==> src/rtl/id_ex_reg.sv <==
// ID/EX pipeline register with writeback bypass and load-use detection.
// Holds on stall, bubbles on flush or a load-use hazard.
module id_ex_reg #(
  parameter int DATA_W = 32,
  parameter int AW     = 5
) (
  input  logic              clk,
  input  logic              rst_n,
  input  logic              stall,
  input  logic              flush,
  input  logic              id_valid,
  input  logic [DATA_W-1:0] id_pc_plus4,
  input  logic [AW-1:0]     id_rs,
  input  logic [AW-1:0]     id_rt,
  input  logic [AW-1:0]     id_rd,
  input  logic [DATA_W-1:0] id_read_data1,
  input  logic [DATA_W-1:0] id_read_data2,
  input  logic [DATA_W-1:0] id_imm,
  input  logic              id_reg_write,
  input  logic              id_mem_read,
  input  logic              id_mem_write,
  input  logic              id_mem_to_reg,
  input  logic              id_alu_src,
  input  logic              id_reg_dst,
  input  logic [3:0]        id_alu_op,
  input  logic              wb_reg_write_en,
  input  logic [AW-1:0]     wb_write_reg,
  input  logic [DATA_W-1:0] wb_write_data,
  output logic              ex_valid,
  output logic [DATA_W-1:0] ex_pc_plus4,
  output logic [AW-1:0]     ex_rs,
  output logic [AW-1:0]     ex_rt,
  output logic [AW-1:0]     ex_rd,
  output logic [DATA_W-1:0] ex_op1,
  output logic [DATA_W-1:0] ex_op2,
  output logic [DATA_W-1:0] ex_imm,
  output logic              ex_reg_write,
  output logic              ex_mem_read,
  output logic              ex_mem_write,
  output logic              ex_mem_to_reg,
  output logic              ex_alu_src,
  output logic              ex_reg_dst,
  output logic [3:0]        ex_alu_op,
  output logic              load_use_stall
);

  typedef struct packed {
    logic              valid;
    logic [DATA_W-1:0] pc_plus4;
    logic [AW-1:0]     rs;
    logic [AW-1:0]     rt;
    logic [AW-1:0]     rd;
    logic [DATA_W-1:0] op1;
    logic [DATA_W-1:0] op2;
    logic [DATA_W-1:0] imm;
    logic              reg_write;
    logic              mem_read;
    logic              mem_write;
    logic              mem_to_reg;
    logic              alu_src;
    logic              reg_dst;
    logic [3:0]        alu_op;
  } ex_t;

  ex_t  ex_q;
  ex_t  ex_load;
  logic wb_live;
  logic rs_hit;
  logic rt_hit;

  // Build the incoming bundle; a same-cycle writeback overrides a stale read.
  always_comb begin
    wb_live = wb_reg_write_en && (wb_write_reg != '0);
    rs_hit  = wb_live && (wb_write_reg == id_rs);
    rt_hit  = wb_live && (wb_write_reg == id_rt);
    ex_load            = '0;
    ex_load.valid      = id_valid;
    ex_load.pc_plus4   = id_pc_plus4;
    ex_load.rs         = id_rs;
    ex_load.rt         = id_rt;
    ex_load.rd         = id_rd;
    ex_load.op1        = rs_hit ? wb_write_data : id_read_data1;
    ex_load.op2        = rt_hit ? wb_write_data : id_read_data2;
    ex_load.imm        = id_imm;
    ex_load.reg_write  = id_reg_write;
    ex_load.mem_read   = id_mem_read;
    ex_load.mem_write  = id_mem_write;
    ex_load.mem_to_reg = id_mem_to_reg;
    ex_load.alu_src    = id_alu_src;
    ex_load.reg_dst    = id_reg_dst;
    ex_load.alu_op     = id_alu_op;
  end

  // A load in EX whose target is read by ID forces one bubble.
  always_comb begin
    load_use_stall = ex_q.valid && ex_q.mem_read && id_valid
                  && (ex_q.rt != '0)
                  && ((ex_q.rt == id_rs) || (ex_q.rt == id_rt));
  end

  // Register update: reset, flush, hold, hazard bubble, then normal load.
  always_ff @(posedge clk) begin
    priority case (1'b1)
      !rst_n:         ex_q <= '0;
      flush:          ex_q <= '0;
      stall:          ex_q <= ex_q;
      load_use_stall: ex_q <= '0;
      default:        ex_q <= ex_load;
    endcase
  end

  assign ex_valid      = ex_q.valid;
  assign ex_pc_plus4   = ex_q.pc_plus4;
  assign ex_rs         = ex_q.rs;
  assign ex_rt         = ex_q.rt;
  assign ex_rd         = ex_q.rd;
  assign ex_op1        = ex_q.op1;
  assign ex_op2        = ex_q.op2;
  assign ex_imm        = ex_q.imm;
  assign ex_reg_write  = ex_q.reg_write;
  assign ex_mem_read   = ex_q.mem_read;
  assign ex_mem_write  = ex_q.mem_write;
  assign ex_mem_to_reg = ex_q.mem_to_reg;
  assign ex_alu_src    = ex_q.alu_src;
  assign ex_reg_dst    = ex_q.reg_dst;
  assign ex_alu_op     = ex_q.alu_op;

endmodule

==> config.mk <==
export PLATFORM = sky130hd
export DESIGN_NAME = id_ex_reg
export DESIGN_NICKNAME = d
export VERILOG_FILES = /design/src/rtl/id_ex_reg.sv
export SDC_FILE = /design/constraint.sdc
export NUM_CORES = 1
export LEC_CHECK = 0
export BUFFER_PORTS_ARGS = -buffer_cell sky130_fd_sc_hd__buf_4
export CAP_MARGIN = 20
export CORE_AREA = 3 3 137 139
export CTS_BUF_LIST = sky130_fd_sc_hd__clkbuf_4 sky130_fd_sc_hd__clkbuf_8 sky130_fd_sc_hd__clkbuf_16
export DETAILED_ROUTE_END_ITERATION = 16
export DIE_AREA = 0 0 140 142
export GPL_ROUTABILITY_DRIVEN = 0
export GPL_TIMING_DRIVEN = 0
export PLACE_DENSITY = 0.71
export SYNTH_ARGS = -nofsm -noshare
export SYNTH_HDL_FRONTEND = slang
export SYNTH_SLANG_ARGS = --single-unit
export TNS_END_PERCENT = 10
==> constraint.sdc <==
create_clock -name clk -period 2.1 [get_ports clk]
set_input_delay 0.315 -clock clk [delete_from_list [all_inputs] [get_ports clk]]
set_output_delay 0.315 -clock clk [all_outputs]
set_load 0.03 [all_outputs]
==> results.toml <==
[route]
vias = 6673
drt-total-wl_um = 24300
drc_errors = 0
dr.first_iter.drc_count = 214
viasPerCell = 4.99
ant_nets = 0
dr.pass1.iters = 4
wl_per_cell_um = 18.2

[critical_path]
start_kind = "register"
critical_path_class = "register to output port"
cp_slowest_cell = "or4_4"
end_kind = "output port"
path_cells = "or4_4 > o2111ai_4 > buf_12 > buf_12 > nor2_4 > buf_6"
cpMostUsedCell = "buf_12"
slowest_delay_ns = 0.55
cp_data_required_time_ns = 1.78
path_max_fanout = 3
arrival_ns = 1.92

[power_and_ir_drop]
seqPwrFrac = 0.413
power_density_nw_per_um2 = 679
p_leak_nw = 4.55
switchingPower_w = 0.00190
swShare = 0.255
p_clk_frac = 0.423
p_int_w = 0.00554
ir_drop_mv = 0.562
pwr-share-comb = 0.164

[cells_and_area]
regArea_um2 = 3090
drive_above_1_share = 0.559
instances_no_fill = 1336
syn_to_final_growth_pct = 49.2
multi_input_area_um2 = 3790
nets = 1293
post-route-util = 0.616
antenna_cells = 0
nFillCells = 1593

[placement]
hpwlAfterDp_um = 18700
dp_cells = 1301
io_buffers = 350

[die]
die_area_um2 = 19900
fp.coreArea_um2 = 17800
start_util = 0.413
rows = 49
die_w_um = 140
die_h_um = 142
pin_count = 351

[min_path]
hp-class = "input port to register"

[yosys]
synth.distinct_cells = 28
synth_cells = 722
yosys_register_bits = 154
ys.warnings.count = 0
synth-seq-area-share = 0.420
syn_area_um2 = 7340
syn-mean-instance-area_um2 = 10.2
syn_nets = 918

[clock_tree]
numCtsBuffers = 17
cts_hold_buffers = 0
clk_pin_slew_ns = 0.06
cts_sinks = 154
root_buffer = "clkbuf_16"
h-tree-depth = 4
cts_buffer_depth = 2
cts_tree = "yes"
insertion_delay_ns = 0.41

[timing]
finalCritPeriodShare = 1.07
clock_skew_ns = 0.0126
slew_headroom = 0.504
tns_ns = -0.139
worst_pin_slew_ns = 0.744
rsz0062_at_grt = "yes"
drv_slew = 0
layout_setup_ws_ns = -0.139
hold_viol = 0
fmaxAchievable_mhz = 447
finalSetupViolations = 1
period_needed_ns = 2.24

[grt]
grt_overflow_total = 0
antenna_found_initial = 0
grt_pass1_vias = 6731
grt_pass1_wl_um = 37200
grt_start_max_net_pins = 17
grt_use_total = 0.235

[job]
timing.max_cap.violations = 0

[run_status]
outcome = "complete, but fails checks"
violations = "setup timing"
cells in the mapped netlist (all sizes together):
library cell  instances  share of area
mux2i                64          0.087
nor2                  6         0.0034
dfxtp               154           0.42
nand2b                1        0.00085
buf                  34          0.049
a21oi                90           0.11
o2111ai               1         0.0020
o211ai               90           0.15
inv                   1        0.00051
nor3                  2         0.0014
nand4                 2         0.0017
xor2                 14          0.017
or4                   2         0.0020
nand2               154          0.079
a22oi                 1         0.0010
nor4                  2         0.0058
xnor2                 6         0.0072
o21ai                65          0.045
clkbuf               33          0.018
cell type report:
type	instances	share of cell area
timing repair buffer	356	0.244
clock inverter	7	0.0107
clock buffer	22	0.0440
tap	229	0.0262
sequential	154	0.282
multi-input combinational	500	0.346
inverter	1	0.000343
buffer	67	0.0460
metrics by stage:
stage	hold WS (ns)	worst slack (ns)	power, W	cell area, µm²
after floorplan	0.454	0.000334	0.00376	7340
after global placement	0.436	-0.434	0.00435	10300
after detailed placement	0.441	-0.426	0.00435	10300
after CTS	0.134	-0.195	0.00751	10900
after global routing	0.141	-0.197	0.00771	11000
final	0.157	-0.139	0.00744	11000
cell families after synthesis:
kind of cell / share of synthesized area
AO/OA/AOI/OAI: 0.307
XOR/XNOR: 0.0239
buffers and inverters: 0.0680
flip-flops: 0.420
multiplexers: 0.0872
AND/OR/NAND/NOR: 0.0939
layer usage:
metal  wire [µm]  global-route usage  vias up
li1            -                   -     3299
met1       10000               0.288     3113
met2       12100               0.399      235
met3        1690              0.0655       26
met4         524              0.0806        0
met5           0                   0        -
layout by cell type, fill, tap and decap left out, types with 2 or more instances in the layout:
master / count
dfxtp_4: 2
clkbuf_1: 26
clkbuf_4: 3
o211ai_2: 89
buf_6: 2
nor4_4: 2
clkbuf_16: 17
clkbuf_2: 6
a21oi_2: 89
dfxtp_2: 3
nor2_1: 3
xnor2_1: 6
o21ai_0: 24
buf_2: 6
clkbuf_8: 3
buf_12: 10
nand2_1: 154
dfxtp_1: 149
nor3_1: 2
o21ai_1: 40
clkinvlp_4: 3
nand4_1: 2
xor2_1: 14
mux2i_1: 64
bufinv_16: 3
nor2_2: 2
buf_4: 372
path summary, 6_finish.rpt:
path         depth (start not counted)              to    startpoint  slack (ns)
max                                  6  load_use_stall      ex_rt[2]       -0.14
min                                  3    ex_mem_write  id_mem_write        0.16
max reg2reg                          7      ex_imm[15]      ex_rt[2]        0.07
min reg2reg                          2       ex_op2[1]     ex_op2[1]        0.45
critical path: cells and delay by family (launching register included):
| family | cells | cell delay [ns] |
|---|---|---|
| and+or+nand+nor | 2 | 0.58 |
| buffers and inverters | 3 | 0.36 |
| AOI/OAI and AO/OA | 1 | 0.23 |
| DFF | 1 | 0.35 |
what timing repair did:
action | CTS | global route
pin swaps | 2 | 1
gates resized for setup | 14 | 3
setup buffers | 6 | 0
endpoints found under the setup margin | 2 | 13
power groups by stage:
| stage | registers (W) | logic [W] | clock network [W] |
|---|---|---|---|
| floorplan | 0.00332 | 0.000439 | 0 |
| global placement | 0.00313 | 0.00121 | 0 |
| detailed placement | 0.00314 | 0.00122 | 0 |
| CTS | 0.00307 | 0.00123 | 0.00321 |
| global route | 0.00308 | 0.00130 | 0.00332 |
| finish | 0.00307 | 0.00122 | 0.00315 |
No activity file was read; power rests on OpenSTA's default activity.
